## src/rtl/async_ram_ctrl_if.sv

```systemverilog
// Host request/response channel of async_ram_ctrl.
// master = host side, slave = controller side.
interface async_ram_ctrl_if #(
    parameter int ADDR_WIDTH = 8,
    parameter int DATA_WIDTH = 16
);
    logic                  req_valid;
    logic                  req_ready;
    logic                  req_we;
    logic [ADDR_WIDTH-1:0] req_addr;
    logic [DATA_WIDTH-1:0] req_wdata;
    logic                  rsp_valid;
    logic [DATA_WIDTH-1:0] rsp_rdata;
    logic                  rsp_err;

    modport master (
        output req_valid, req_we, req_addr, req_wdata,
        input  req_ready, rsp_valid, rsp_rdata, rsp_err
    );

    modport slave (
        input  req_valid, req_we, req_addr, req_wdata,
        output req_ready, rsp_valid, rsp_rdata, rsp_err
    );
endinterface

```

## src/rtl/async_ram_ctrl.sv

```systemverilog
// Asynchronous SRAM controller with programmable setup/pulse/hold phases.
// Define ASYNC_RAM_CTRL_VERIFY_EN to append a read-back verify to every write.
module async_ram_ctrl #(
    parameter int ADDR_WIDTH = 8,
    parameter int DATA_WIDTH = 16,
    parameter int SETUP_CYC  = 1,
    parameter int PULSE_CYC  = 2,
    parameter int HOLD_CYC   = 1
) (
    input  logic                  clk,
    input  logic                  rst_n,
    async_ram_ctrl_if.slave       bus,
    output logic                  ram_cs,
    output logic                  ram_we,
    output logic [ADDR_WIDTH-1:0] ram_addr,
    output logic [DATA_WIDTH-1:0] ram_din,
    input  logic [DATA_WIDTH-1:0] ram_dout
);

    typedef enum logic [2:0] {
        IDLE,
        SETUP,
        ACCESS,
        HOLD
`ifdef ASYNC_RAM_CTRL_VERIFY_EN
        ,
        VSETUP,
        VACCESS,
        VHOLD
`endif
    } state_t;

    // Counters are loaded with (length - 1) and the phase ends when they reach zero.
    localparam logic [3:0] SETUP_RL = 4'(SETUP_CYC - 1);
    localparam logic [3:0] PULSE_RL = 4'(PULSE_CYC - 1);
    localparam logic [3:0] HOLD_RL  = 4'(HOLD_CYC - 1);

    state_t                state, state_n;
    logic [3:0]            cnt, cnt_n;
    logic                  we_q, we_n;
    logic                  ready_q, ready_n;
    logic                  cs_n, wen_n;
    logic [ADDR_WIDTH-1:0] addr_n;
    logic [DATA_WIDTH-1:0] din_n;
    logic                  rvalid_q, rvalid_n;
    logic [DATA_WIDTH-1:0] rdata_q, rdata_n;
`ifdef ASYNC_RAM_CTRL_VERIFY_EN
    logic                  verr_q, verr_n;
    logic                  err_q, err_n;
`endif

    always_ff @(posedge clk or negedge rst_n) begin
        if (!rst_n) begin
            state    <= IDLE;
            cnt      <= '0;
            we_q     <= 1'b0;
            ready_q  <= 1'b0;
            ram_cs   <= 1'b0;
            ram_we   <= 1'b0;
            ram_addr <= '0;
            ram_din  <= '0;
            rvalid_q <= 1'b0;
            rdata_q  <= '0;
`ifdef ASYNC_RAM_CTRL_VERIFY_EN
            verr_q   <= 1'b0;
            err_q    <= 1'b0;
`endif
        end else begin
            state    <= state_n;
            cnt      <= cnt_n;
            we_q     <= we_n;
            ready_q  <= ready_n;
            ram_cs   <= cs_n;
            ram_we   <= wen_n;
            ram_addr <= addr_n;
            ram_din  <= din_n;
            rvalid_q <= rvalid_n;
            rdata_q  <= rdata_n;
`ifdef ASYNC_RAM_CTRL_VERIFY_EN
            verr_q   <= verr_n;
            err_q    <= err_n;
`endif
        end
    end

    // Every output is computed one cycle ahead so that all of them leave flops.
    always_comb begin
        state_n  = state;
        cnt_n    = cnt;
        we_n     = we_q;
        cs_n     = ram_cs;
        wen_n    = ram_we;
        addr_n   = ram_addr;
        din_n    = ram_din;
        rvalid_n = 1'b0;
        rdata_n  = rdata_q;
`ifdef ASYNC_RAM_CTRL_VERIFY_EN
        verr_n   = verr_q;
        err_n    = 1'b0;
`endif
        unique case (state)
            IDLE: begin
                cs_n  = 1'b0;
                wen_n = 1'b0;
                if (bus.req_valid && ready_q) begin
                    we_n    = bus.req_we;
                    addr_n  = bus.req_addr;
                    din_n   = bus.req_wdata;
                    cs_n    = 1'b1;
                    state_n = SETUP;
                    cnt_n   = SETUP_RL;
                end
            end
            SETUP: begin
                if (cnt == '0) begin
                    state_n = ACCESS;
                    cnt_n   = PULSE_RL;
                    wen_n   = we_q;
                end else begin
                    cnt_n = cnt - 4'd1;
                end
            end
            ACCESS: begin
                if (cnt == '0) begin
                    state_n = HOLD;
                    cnt_n   = HOLD_RL;
                    wen_n   = 1'b0;
                    if (!we_q) rdata_n = ram_dout;
                end else begin
                    cnt_n = cnt - 4'd1;
                end
            end
            HOLD: begin
                if (cnt == '0) begin
`ifdef ASYNC_RAM_CTRL_VERIFY_EN
                    if (we_q) begin
                        state_n = VSETUP;
                        cnt_n   = SETUP_RL;
                    end else
`endif
                    begin
                        state_n  = IDLE;
                        cs_n     = 1'b0;
                        rvalid_n = 1'b1;
                    end
                end else begin
                    cnt_n = cnt - 4'd1;
                end
            end
`ifdef ASYNC_RAM_CTRL_VERIFY_EN
            VSETUP: begin
                if (cnt == '0) begin
                    state_n = VACCESS;
                    cnt_n   = PULSE_RL;
                end else begin
                    cnt_n = cnt - 4'd1;
                end
            end
            VACCESS: begin
                if (cnt == '0) begin
                    state_n = VHOLD;
                    cnt_n   = HOLD_RL;
                    verr_n  = (ram_dout != ram_din);
                end else begin
                    cnt_n = cnt - 4'd1;
                end
            end
            VHOLD: begin
                if (cnt == '0) begin
                    state_n  = IDLE;
                    cs_n     = 1'b0;
                    rvalid_n = 1'b1;
                    err_n    = verr_q;
                end else begin
                    cnt_n = cnt - 4'd1;
                end
            end
`endif
            default: begin
                state_n = IDLE;
                cs_n    = 1'b0;
                wen_n   = 1'b0;
            end
        endcase
        ready_n = (state_n == IDLE);
    end

    assign bus.req_ready = ready_q;
    assign bus.rsp_valid = rvalid_q;
    assign bus.rsp_rdata = rdata_q;
`ifdef ASYNC_RAM_CTRL_VERIFY_EN
    assign bus.rsp_err   = err_q;
`else
    assign bus.rsp_err   = 1'b0;
`endif

endmodule

```

## src/flat_wrapper.sv

```systemverilog
// flat-port wrapper written by rule: the top's interface ports become plain ports
module async_ram_ctrl_flat 
#(
    parameter int ADDR_WIDTH = 8,
    parameter int DATA_WIDTH = 16,
    parameter int SETUP_CYC  = 1,
    parameter int PULSE_CYC  = 2,
    parameter int HOLD_CYC   = 1
)
  (clk, rst_n, ram_cs, ram_we, ram_addr, ram_din, ram_dout, bus_req_valid, bus_req_we, bus_req_addr, bus_req_wdata, bus_req_ready, bus_rsp_valid, bus_rsp_rdata, bus_rsp_err);
  async_ram_ctrl_if #(.ADDR_WIDTH(ADDR_WIDTH), .DATA_WIDTH(DATA_WIDTH)) bus_i ();
  input  logic clk;
  input  logic rst_n;
  output logic ram_cs;
  output logic ram_we;
  output logic [ADDR_WIDTH-1:0] ram_addr;
  output logic [DATA_WIDTH-1:0] ram_din;
  input  logic [DATA_WIDTH-1:0] ram_dout;
  input wire logic [$bits(bus_i.req_valid)-1:0] bus_req_valid;
  input wire logic [$bits(bus_i.req_we)-1:0] bus_req_we;
  input wire logic [$bits(bus_i.req_addr)-1:0] bus_req_addr;
  input wire logic [$bits(bus_i.req_wdata)-1:0] bus_req_wdata;
  output wire logic [$bits(bus_i.req_ready)-1:0] bus_req_ready;
  output wire logic [$bits(bus_i.rsp_valid)-1:0] bus_rsp_valid;
  output wire logic [$bits(bus_i.rsp_rdata)-1:0] bus_rsp_rdata;
  output wire logic [$bits(bus_i.rsp_err)-1:0] bus_rsp_err;
  assign bus_i.req_valid = bus_req_valid;
  assign bus_i.req_we = bus_req_we;
  assign bus_i.req_addr = bus_req_addr;
  assign bus_i.req_wdata = bus_req_wdata;
  assign bus_req_ready = bus_i.req_ready;
  assign bus_rsp_valid = bus_i.rsp_valid;
  assign bus_rsp_rdata = bus_i.rsp_rdata;
  assign bus_rsp_err = bus_i.rsp_err;
  async_ram_ctrl #(.ADDR_WIDTH(ADDR_WIDTH), .DATA_WIDTH(DATA_WIDTH), .SETUP_CYC(SETUP_CYC), .PULSE_CYC(PULSE_CYC), .HOLD_CYC(HOLD_CYC)) u_core (.clk(clk), .rst_n(rst_n), .bus(bus_i), .ram_cs(ram_cs), .ram_we(ram_we), .ram_addr(ram_addr), .ram_din(ram_din), .ram_dout(ram_dout));
endmodule
```

## config.mk

```make
export PLATFORM = sky130hd
export DESIGN_NAME = async_ram_ctrl_flat
export DESIGN_NICKNAME = d
export VERILOG_FILES = /design/src/rtl/async_ram_ctrl_if.sv /design/src/rtl/async_ram_ctrl.sv /design/src/flat_wrapper.sv
export SDC_FILE = /design/constraint.sdc
export NUM_CORES = 1
export LEC_CHECK = 0
export ABC_AREA = 1
export CAP_MARGIN = 40
export CORE_MARGIN = 8
export CORE_UTILIZATION = 47
export CTS_CLUSTER_DIAMETER = 150
export DETAILED_ROUTE_END_ITERATION = 16
export PLACE_DENSITY = 0.92
export SYNTH_ARGS = -nofsm -noshare
export SYNTH_HDL_FRONTEND = slang
export SYNTH_SLANG_ARGS = --single-unit
```

## constraint.sdc

```tcl
create_clock -name clk -period 3.05 [get_ports clk]
set_input_delay 0.4575 -clock clk [delete_from_list [all_inputs] [get_ports clk]]
set_output_delay 0.4575 -clock clk [all_outputs]
set_load 0.03 [all_outputs]
```

== After elaboration in Yosys (flattened, before gate mapping) ==
Index checks and enable logic that the tools add are counted.
Cells by class
  add/subtract/negate cells: 1
  equality and inequality tests: 8
  multiplexer cells: 17
  bitwise logic cells: 3
  reductions and logical operators: 11
Operator list (number)
  2-to-1 mux 4 bit: 4
  one-hot mux 4 bit (4 select lines): 1
  2-to-1 mux 3 bit: 4
  one-hot mux 3 bit (4 select lines): 1
  AND reduction 3 bit: 3
  inequality test 2 x 1 -> 1 bit (second input constant): 4
  equality test 3 x 2 -> 1 bit (second input constant): 2
  logical NOT 3 bit: 2
  one-hot mux 1 bit (3 select lines): 2
  2-to-1 mux 1 bit: 5
  logical NOT 4 bit: 1
  AND reduction 2 bit: 2
  nonzero test 4 bit: 1
  subtractor 4 x 1 -> 4 bit (second input constant): 1
  equality test 3 x 1 -> 1 bit (second input constant): 1
  inverter 1 bit: 3
  inequality test 2 bit (second input constant): 1
  OR reduction 2 bit: 1
  logical AND 1 bit: 1
Word-level totals
  flip-flop bits (word level): 52
  bits of input ports: 44
  output and inout port bits: 45
  word-level logic and storage cells: 50

== Longest topological paths before layout ==
  word-level depth: 4
  depth in mapped cells: 9
  depth with buffers taken out: 9

== Worst setup path after synthesis ==
No wires, ideal clock.
  kind: reg2reg
  from: register u_core.cnt[0]
  to: register u_core.rdata_q[11] (netlist: u_core.bus.rsp_rdata[11])
  library setup time: 119 ps
  arrival: 1208 ps
  required time: 2931 ps
  path slack: 1724 ps
  cell stages (with the launch flop): 9
  buffers on the path: 1
  clock period less this slack: 1326 ps
  cells stage by stage: dfrtp_1 inv_1 ha_1 nand2_2 inv_2 nand3_4 buf_6 nand2_1 o21ai_2
On the way
  longest elaborated chain between the ends: 2
RTL lines
  start: declaration: line async_ram_ctrl.sv:39  | logic [3:0] cnt, cnt_n;
  start signal: assignment: line async_ram_ctrl.sv:70  | cnt <= cnt_n;
  logical NOT 4 bit: line async_ram_ctrl.sv:124  | if (cnt == '0) begin
  AND reduction 3 bit (no source line)
  end signal: assignment: line async_ram_ctrl.sv:78  | rdata_q <= rdata_n;
  end: declaration: line async_ram_ctrl.sv:46  | logic [DATA_WIDTH-1:0] rdata_q, rdata_n;
No other way between the ends.
A chain may end at the register's enable or synchronous reset.

== Worst setup path in the final report ==
  from: register u_core.ready_q (netlist: u_core.bus.req_ready)
  to: output bus_req_ready
RTL lines
  start: declaration: line async_ram_ctrl.sv:41  | logic ready_q, ready_n;
  start signal: assignment: line async_ram_ctrl.sv:72  | ready_q <= ready_n;
  end: declaration: line flat_wrapper.sv:23  | output wire logic [$bits(bus_i.req_ready)-1:0] bus_req_ready;
No word-level cell between the ends.

==> run_results.csv <==
group,metric,value,unit
timing,setup_viol,0,
power,power.density,1018,nW/um^2
clocking,clk_path_buf_depth,2,
timing,drv_slew,0,
logic_synthesis,synth_seq_cells,52,
status,status,"complete, no violations",
clocking,cts.sinks,52,
grt,grt_pass1_vias,1863,
power,seqPwrFrac,34.7,%
clocking,cts-root-buf,"clkbuf_8",
final_layout,nets,389,
final_layout,n_fill_cell,356,
clocking,numCtsBuffers,5,
die,core-area,4723,sq um
critical_path,endpoint_kind,"output pin",
timing,setup_ws,1.184,ns
clocking,cts_tree,"built",
critical_path,cp.arrival,1.41,ns
logic_synthesis,yosys_warnings,0,
clocking,h-tree-depth,2,
logic_synthesis,yosys.area_share.adder,0.5470,%
power,pwr-share-comb,51.6,%
timing,rsz0062_at_grt,"false",
timing,hold_violations,0,
routing,wirelength,5.302,mm
critical_path,cp_num_buf_inv,1,
critical_path,cpPeakStageDelay,0.70,ns
min_path,hold_class,"in -> async",
grt,track_usage,14.95,%
power,p_leak,1.656,nW
grt,grt-ovfl-total,0,
critical_path,ff2ff_setup_slack,1.34,ns
clocking,cts_setup_buffers,0,
grt,grt_pass1_wl,8.714,mm
logic_synthesis,synth-async-reset-ratio,100.0,%
die,die_area,7355,sq um
logic_synthesis,ys.flop_type,"dfrtp_1",
die,die_x,85.76,microns
job,drv_cap,0,
routing,vias,1914,
logic_synthesis,yosysSeqAreaShare,56.89,%
logic_synthesis,syn_inst,256,
power,switching_share,42.98,%
logic_synthesis,synth-simple-area-share,18.05,%
critical_path,path_max_fanout,4,
power,p_switching,1.448,mW
clocking,clk_latency,0.30,ns
clocking,path_clk_slew,0.09,ns
die,rows,25,
final_layout,layout-drive-gt1-share,10.43,%
place,place_congestion,0.8613,
grt,grt_max_degree,53,
power,vdd_ir_drop_max,0.5636,mV
logic_synthesis,synth_top_family_by_area,"simple AND/OR/NAND/NOR gates",
final_layout,mostFrequentLayoutCells,"clkdlybuf4s50_1 (86), nand2_1 (71), dfrtp_1 (52)",
timing,finalCriticalPeriod,1.866,ns
critical_path,critical_path_required,2.59,ns
routing,initialDrtViolationCount,58,
critical_path,path_delay_family,"buffers and inverters",
power,p_int,1.921,mW
timing,clock_skew,0.01007,ns
routing,viasPerCell,4.646,
grt,grt_antenna_before_repair,0,
critical_path,worstPathCellList,"clkdlybuf4s50_1",
timing,setup_tns,0,ns
routing,drcViolationCount,0,
clocking,postCtsResizedCells,0,
logic_synthesis,synth_area,2287,sq um
critical_path,crit_path_top_delay_cell,"clkdlybuf4s50_1",
critical_path,criticalPathCategory,"reg -> out",
final_layout,final_common_cell,"clkdlybuf4s50_1",
final_layout,syn2layout_area_growth,44.75,%
place,portBuffers,87,
timing,hold_slack,0.07705,ns
logic_synthesis,synth_edf_count,0,
logic_synthesis,avgSynthCellArea,8.934,sq um
die,die_h,85.76,microns
place,dp_hpwl,4.190,mm
place,place_ws,1.297,ns
logic_synthesis,synthMuxAreaShare,0,%
clocking,cts_hold_buf,0,
power,pwr-share-clk,13.6,%
logic_synthesis,synth-xor-area-share,0,%
final_layout,num_antenna_cells,0,
die,start_util,48.42,%
routing,drtAntennaViolNets,0,
critical_path,crit_path_start_kind,"flop",
timing,fin_crit_sh,61.19,%
routing,wire_per_inst,12.87,microns
routing,dr.pass1.iters,4,
timing,clock.fmax,535.8,MHz
die,ios,89,
power,fin_total_pwr,3.369,mW
logic_synthesis,yosysUniqueCellTypes,24,
logic_synthesis,synth_compound_area_share,12.80,%
[synthesized netlist by cell type, drive strengths merged, types with 2 or more instances]
master  count  area [sq um]
buf         8         61.31
nor2        8         37.54
inv        53         198.9
nor3        2         21.27
nand2      72         272.8
nand4       2         18.77
o21ai      44         280.3
dfrtp      52          1301
nand3      10         62.56
[worst paths after layout]
check | depth (start not counted) | start | end
worst max-delay path | 1 | u_core.bus.req_ready$_DFF_PN0_ | bus_req_ready
worst min-delay path | 1 | rst_n | u_core.ram_addr[3]$_DFFE_PN0P_
worst max register to register | 7 | u_core.cnt[0]$_DFFE_PN0P_ | u_core.bus.rsp_rdata[7]$_DFFE_PN0P_
worst min register to register | 2 | u_core.bus.rsp_rdata[6]$_DFFE_PN0P_ | u_core.bus.rsp_rdata[6]$_DFFE_PN0P_
max in group asynchronous | 2 | rst_n | u_core.bus.rsp_rdata[2]$_DFFE_PN0P_
min in group clk | 2 | u_core.bus.rsp_rdata[6]$_DFFE_PN0P_ | u_core.bus.rsp_rdata[6]$_DFFE_PN0P_
[per-layer routing]
layer | track usage [%] | up-vias | wire, microns
met3 | 6.399 | 8 | 452
met2 | 26.66 | 68 | 2768
met4 | 4.618 | 0 | 78
met1 | 15.43 | 888 | 2003
met5 | 0 | - | 0
li1 | - | 950 | -
[power by group through the flow]
stage                     combinational [mW]  sequential [mW]  clock, mW
after global placement                  1.71             1.17          0
after CTS                               1.76             1.17      0.474
after detailed placement                1.76             1.19          0
final                                   1.74             1.17      0.459
after floorplan                        0.530             1.67          0
after global routing                    1.87             1.21      0.501
[metrics by stage]
step	cell area, sq um	std cells	utilization, %
6_report	3311	412	70.09
5_1_grt	3311	412	70.09
4_1_cts	3311	412	70.09
3_5_place_dp	3203	404	67.81
3_3_place_gp	3183	403	67.39
2_1_floorplan	2291	257	-
[registers in the layout, summed over array words and instances (netlist names)]
signal	flops
u_core.we_q	1
u_core.bus.rsp_valid	1
u_core.state	3
u_core.ram_addr	8
u_core.ram_we	1
u_core.ram_cs	1
u_core.cnt	4
u_core.bus.rsp_rdata	16
u_core.ram_din	16
u_core.bus.req_ready	1
[cell families (layout without fill, tap and decap cells)]
family	after synthesis	after routing
AND/OR/NAND/NOR	94	94
buffers and inverters	62	150
flip-flops	52	52
AO/OA/AOI/OAI	46	46
adder cells (fa/ha/maj)	1	1
other	1	2
[area by class of cell]
type                       count  area, sq um  area share (%)
clock buffer                   6        72.57           2.192
sequential                    52         1301           39.30
timing repair buffer          89        893.4           26.98
multi-input combinational    143        725.7           21.92
tap                           67        83.83           2.532
inverter                      53        198.9           6.009
clock inverter                 2        35.03           1.058
Note: power is estimated with default switching activity, not from simulation.
